$ cat config.mk
export PLATFORM = sky130hd
export DESIGN_NAME = register_file_2r1w
export DESIGN_NICKNAME = d
export VERILOG_FILES = /design/src/rtl/register_file_2r1w_pkg.sv /design/src/rtl/register_file_2r1w_register_32.sv /design/src/rtl/register_file_2r1w.sv
export SDC_FILE = /design/constraint.sdc
export NUM_CORES = 2
export LEC_CHECK = 0
export CORE_MARGIN = 8
export CORE_UTILIZATION = 60
export DETAILED_ROUTE_END_ITERATION = 10
export PLACE_DENSITY_LB_ADDON = 0.3
export SLEW_MARGIN = 10
export SYNTH_ARGS = -nofsm -noshare
export SYNTH_HDL_FRONTEND = slang
export SYNTH_SLANG_ARGS = --single-unit
$ cat constraint.sdc
create_clock -name CLK -period 4.17 [get_ports CLK]
set_clock_uncertainty 0.15 [all_clocks]
set_input_delay 0.417 -clock CLK [delete_from_list [all_inputs] [get_ports CLK]]
set_output_delay 0.417 -clock CLK [all_outputs]
set_load 0.05 [all_outputs]
$ cat src/rtl/register_file_2r1w_pkg.sv
// register_file_2r1w_pkg: processor-wide widths, stack-pointer reset and the R0 zero constant
package register_file_2r1w_pkg;
    localparam int DATA_WIDTH = 32;
    localparam int ADDR_WIDTH = 5;
    localparam int SP_INDEX = 29;
    localparam logic [DATA_WIDTH-1:0] SP_RESET = 32'h03FFFFFF;
    localparam logic [DATA_WIDTH-1:0] R0_ZERO = '0;
endpackage

$ cat src/rtl/register_file_2r1w_register_32.sv
// register_32: load-enabled data flop with async active-low reset to a chosen value
module register_32
    import register_file_2r1w_pkg::*;
#(
    parameter logic [DATA_WIDTH-1:0] RESET_VAL = '0
) (
    input  logic                  clk,
    input  logic                  rst_n,
    input  logic                  en,
    input  logic [DATA_WIDTH-1:0] d,
    output logic [DATA_WIDTH-1:0] q
);
    always_ff @(posedge clk or negedge rst_n)
        if (!rst_n) q <= RESET_VAL;
        else if (en) q <= d;
endmodule

$ cat src/rtl/register_file_2r1w.sv
// register_file_2r1w: 32-entry 2-read/1-write register file with registered reads and write bypass
module register_file_2r1w
    import register_file_2r1w_pkg::*;
(
    input  logic                  CLK,
    input  logic                  RST,
    input  logic                  READ,
    input  logic                  WRITE,
    input  logic [ADDR_WIDTH-1:0] ADDR_R1,
    input  logic [ADDR_WIDTH-1:0] ADDR_R2,
    input  logic [ADDR_WIDTH-1:0] ADDR_W,
    input  logic [DATA_WIDTH-1:0] DATA_W,
    output logic [DATA_WIDTH-1:0] DATA_R1,
    output logic [DATA_WIDTH-1:0] DATA_R2,
    output logic                  R_VALID
);
    logic [DATA_WIDTH-1:0] entry [2**ADDR_WIDTH];
    logic [DATA_WIDTH-1:0] rd1, rd2;
    assign entry[0] = R0_ZERO;
    genvar i;
    generate
        for (i = 1; i < 2**ADDR_WIDTH; i++) begin : g_entry
            register_32 #(.RESET_VAL(i == SP_INDEX ? SP_RESET : R0_ZERO)) u_reg (
                .clk(CLK),
                .rst_n(RST),
                .en(WRITE && ADDR_W == ADDR_WIDTH'(i)),
                .d(DATA_W),
                .q(entry[i])
            );
        end
    endgenerate
    // address 0 short-circuits the bypass so a discarded R0 write never leaks through
    assign rd1 = ADDR_R1 == '0 ? R0_ZERO : (WRITE && ADDR_W == ADDR_R1) ? DATA_W : entry[ADDR_R1];
    assign rd2 = ADDR_R2 == '0 ? R0_ZERO : (WRITE && ADDR_W == ADDR_R2) ? DATA_W : entry[ADDR_R2];
    register_32 u_r1 (.clk(CLK), .rst_n(RST), .en(READ), .d(rd1), .q(DATA_R1));
    register_32 u_r2 (.clk(CLK), .rst_n(RST), .en(READ), .d(rd2), .q(DATA_R2));
    always_ff @(posedge CLK or negedge RST)
        if (!RST) R_VALID <= 1'b0;
        else R_VALID <= READ;
endmodule

==> impl_results.rst <==
.. list-table::
   :header-rows: 1

   * - Metric
     - Value
   * - Buf/Inv on CP
     - 2
   * - Maxcap violations
     - 0
   * - Area of all placed cells without fillers
     - 0.06299 mm²
   * - GPL Wtd Cong
     - 0.8770
   * - Multiplexer share of the synthesized area
     - 38.68%
   * - Sequential fraction of the synthesis area
     - 47.14%
   * - FF-to-FF Start
     - g_entry[12].u_reg.q[5]
   * - Largest net degree at the start of global routing
     - 92
   * - Required time of the worst setup path
     - 4.56 ns
   * - Standard-cell rows
     - 112
   * - Number of cells after detailed placement
     - 5240
   * - Main combinational cell family by area after synthesis
     - multiplexers
   * - Post-synthesis simple-gate area fraction
     - 3.799%
   * - Number of warnings printed during yosys synthesis
     - 0
   * - Final clock period utilization by the worst path
     - 69.26%
   * - Register area
     - 0.02648 mm²
   * - Leakage power
     - 27.15 nW
   * - Fraction of synthesis flops using an asynchronous set or reset pin
     - 100.0%
   * - Leading register cell type out of synthesis
     - sky130_fd_sc_hd__dfrtp_1
   * - Capturing point of the worst reg2reg path
     - u_r2.q[5]
   * - Fmax
     - 0.3462 GHz
   * - Final Slew Violations
     - 0
   * - Routed WL per cell
     - 32.03 µm
   * - Synthesized Nets
     - 4178
   * - Antenna violations before repair
     - 6
   * - Sink Count
     - 1057
   * - Synth Cell Area
     - 0.05619 mm²
   * - R2r setup slk
     - 2.00 ns
   * - Final setup viols
     - 0
   * - Proportion of power drawn by flip-flops and latches
     - 44.5%
   * - Critical-path maximum fanout
     - 25
   * - Slew at the pin closest to its max-slew limit
     - 1.282 ns
   * - Die width
     - 322.0 µm
   * - Clock root cell
     - sky130_fd_sc_hd__clkbuf_16
   * - Area of the placeable core
     - 0.09305 mm²
   * - Worst Hold Path EP
     - u_r1.q[24]
   * - Power dissipated by switching net loads
     - 8.873 mW
   * - Post-layout net count
     - 4150
   * - CTS tree
     - built
   * - Max-slew headroom at the worst pin
     - 14.52%
   * - Remaining routing DRC violations
     - 0
   * - Filler instances
     - 6452
   * - Logic depth of the worst path, buffers included
     - 6
   * - Worst hold path stage count
     - 4
   * - Xor/xnor cell area share of the yosys netlist
     - 0.1559%
   * - Total internal power
     - 22.19 mW
   * - Share of cells above drive strength 1
     - 43.17%
   * - Master of the slowest instance on the critical path
     - sky130_fd_sc_hd__or3_2
   * - Number of search-and-repair iterations in the first detailed-routing pass
     - 6
   * - Area after DPL
     - 0.05906 mm²
   * - Cell family with most CP delay
     - simple AND/OR/NAND/NOR gates
   * - Stage delay of the slowest cell on the critical path
     - 1.02 ns
   * - Seq cells post-synth
     - 1057
   * - Startpoint-to-endpoint class of the critical path
     - input port to flop
   * - Final WL
     - 174600 µm
   * - Crit path arrival time
     - 3.28 ns
   * - Unrepaired setup endpoints after global routing
     - no
   * - Routed vias/inst
     - 7.127
   * - Cell count after synthesis
     - 4127
   * - VDD IR-drop max
     - 383.5 µV
   * - Number of enable flip-flop cells after synthesis
     - 0
   * - Most frequent standard cell in the layout excluding fill and tap cells
     - sky130_fd_sc_hd__dfrtp_1
   * - Clock edge transition at the registers on the reported setup and hold paths
     - 0.06 ns
   * - Adder-cell area share of the yosys netlist
     - 0%
   * - Overall die area
     - 0.1037 mm²
   * - Worst hold-check path type
     - input port to flop
   * - Biggest area consumer among synthesized cells
     - sky130_fd_sc_hd__dfrtp_1
   * - Fraction of post-synthesis cell area in the top cell type by area
     - 45.92%
   * - Distinct cells, synth
     - 49
   * - Number of port buffers
     - 115
   * - Layout Area Growth over Synthesis
     - 12.11%
   * - Ratio of total power to cell area
     - 493.2 mW/mm²
   * - Area used by multi-input combinational logic
     - 0.02785 mm²
   * - Highest-count cells in the layout ignoring fill and taps
     - sky130_fd_sc_hd__dfrtp_1 (1031), sky130_fd_sc_hd__mux2_2 (958), sky130_fd_sc_hd__mux4_2 (402)
   * - Number of hold-slack violations in the final timing report
     - 0
   * - Number of global-route vias before repair
     - 39.86k
   * - H-tree levels
     - 3
   * - Bufs on Longest Clock Path
     - 3
   * - Global-route wire length before repair
     - 261200 µm
   * - Grt total ovfl
     - 0
   * - Overall routing resource usage
     - 33.60%
   * - Worst-Skew Late Latency
     - 0.71 ns
   * - Count of routing violations after the opening detailed-route iteration
     - 4051
   * - Cells along the critical path
     - clkdlybuf4s50_1, nand4b_1, or3_2, buf_4, nand2_1, o21ai_0
   * - Endpoint kind of the worst setup timing path
     - flop
   * - Part of the total power dissipated in the clock network
     - 34.1%
   * - Outcome
     - finished clean
   * - Hold path start
     - ADDR_R1[4]
   * - Sw Ratio
     - 28.56%
   * - Detail Placement HPWL
     - 106500 µm
   * - Die span in y
     - 322.0 µm
   * - Vias
     - 38.86k
   * - Post-synthesis compound-gate area fraction
     - 6.558%
   * - Ranking of synthesized cells by area
     - sky130_fd_sc_hd__dfrtp_1 (46%), sky130_fd_sc_hd__mux2_2 (19%), sky130_fd_sc_hd__mux4_2 (16%)
   * - Remaining antenna violation count after routing
     - 0
   * - Synthesized area per cell
     - 13.61 µm²
   * - Number of buffers created by CTS
     - 110
   * - Final instance count without filler cells
     - 5452
   * - Post-Route Setup TNS
     - 0 ns
   * - Initial Utilization
     - 60.38%
   * - Top Ports
     - 116
   * - Final period demand of the worst path
     - 2.888 ns
   * - Element type at the critical path start
     - input port
   * - Comb power frac
     - 21.4%
   * - Worst reg-to-reg path cell count
     - 5
layout make-up:
cell class,instances,share of cell area [%]
flip-flops and latches,1057,42.05
multi-input cells,2621,44.21
inverters,20,0.1192
clock buffers,157,5.129
clock inverters,51,1.075
diodes,3,0.01192
repair buffers,289,4.914
well taps,1254,2.491
state kept, by name (all words and copies together) (netlist names):
name / count
u_r1.q: 32
u_r2.q: 32
R_VALID: 1
g_entry.u_reg.q: 992
power groups by stage:
stage / logic, mW / registers [mW] / clock network, mW
final: 6.66 / 13.8 / 10.6
after global routing: 7.07 / 14.1 / 11.1
after CTS: 6.62 / 13.8 / 10.7
after detailed placement: 6.58 / 13.9 / 0
after global placement: 6.39 / 13.8 / 0
after floorplan: 4.57 / 13.7 / 0
worst max path at each step:
stage | from | to | slack (ns)
3_5_place_dp | ADDR_W[3] | g_entry[24].u_reg.q[7] | 0.65
6_report | ADDR_W[3] | g_entry[24].u_reg.q[6] | 1.28
5_1_grt | ADDR_W[3] | g_entry[24].u_reg.q[6] | 1.18
2_1_floorplan | ADDR_R2[0] | u_r2.q[0] | 1.92
3_3_place_gp | ADDR_W[3] | g_entry[24].u_reg.q[23] | 0.72
4_1_cts | ADDR_W[3] | g_entry[24].u_reg.q[6] | 1.38
synthesized netlist by cell type (13+ instances only):
library cell,number
sky130_fd_sc_hd__nand4_1,35
sky130_fd_sc_hd__buf_2,183
sky130_fd_sc_hd__a21oi_1,47
sky130_fd_sc_hd__buf_1,19
sky130_fd_sc_hd__buf_6,13
sky130_fd_sc_hd__mux2_2,958
sky130_fd_sc_hd__o221ai_1,28
sky130_fd_sc_hd__buf_4,14
sky130_fd_sc_hd__dfrtp_1,1031
sky130_fd_sc_hd__nand3_1,39
sky130_fd_sc_hd__a31oi_1,28
sky130_fd_sc_hd__dfstp_2,26
sky130_fd_sc_hd__clkbuf_1,200
sky130_fd_sc_hd__nand2_1,293
sky130_fd_sc_hd__a22oi_1,58
sky130_fd_sc_hd__mux2i_1,182
sky130_fd_sc_hd__inv_1,18
sky130_fd_sc_hd__a221oi_1,31
sky130_fd_sc_hd__mux4_2,402
sky130_fd_sc_hd__o31a_1,29
sky130_fd_sc_hd__o22ai_1,61
sky130_fd_sc_hd__o21ai_0,245
sky130_fd_sc_hd__nor2_1,47
sky130_fd_sc_hd__nor3_1,14
sky130_fd_sc_hd__nor2b_1,24
metrics by stage:
stage / power, mW / setup slack, ns / hold WS [ns] / util [%]
after floorplan: 18.30 / 1.922 / -0.02859 / -
after global placement: 20.15 / 0.7220 / 0.3225 / 63.47
after detailed placement: 20.48 / 0.6465 / 0.3346 / 63.47
after CTS: 31.04 / 1.375 / 0.06947 / 67.68
after global routing: 32.20 / 1.180 / 0.1313 / 67.68
final: 31.07 / 1.282 / 0.1341 / 67.69
cell families after synthesis:
| kind of cell | Yosys count |
|---|---|
| muxes | 1548 |
| DFF | 1057 |
| AOI/OAI and AO/OA | 581 |
| and+or+nand+nor | 482 |
| buffers and inverters | 449 |
| xor gates and xnor gates | 10 |
worst min-delay path: stages:
cell,delay [ns]
sky130_fd_sc_hd__buf_4,0.22
sky130_fd_sc_hd__nand2_1,0.11
sky130_fd_sc_hd__o2111ai_1,0.11
sky130_fd_sc_hd__nand3_1,0.10
layer usage:
metal | track usage [%] | routed length, µm | vias to the layer above
li1 | - | - | 15670
met1 | 45.53 | 66980 | 20370
met2 | 50.18 | 78680 | 2300
met3 | 10.12 | 20320 | 507
met4 | 15.23 | 8486 | 10
met5 | 0 | 168 | -
what timing repair did:
item	4_1_cts	5_1_grt
buffers inserted	0	0
hold buffers	1	0
hold endpoints to repair	63	0
gates resized for setup	0	0
(Power assumes the default switching activity.)
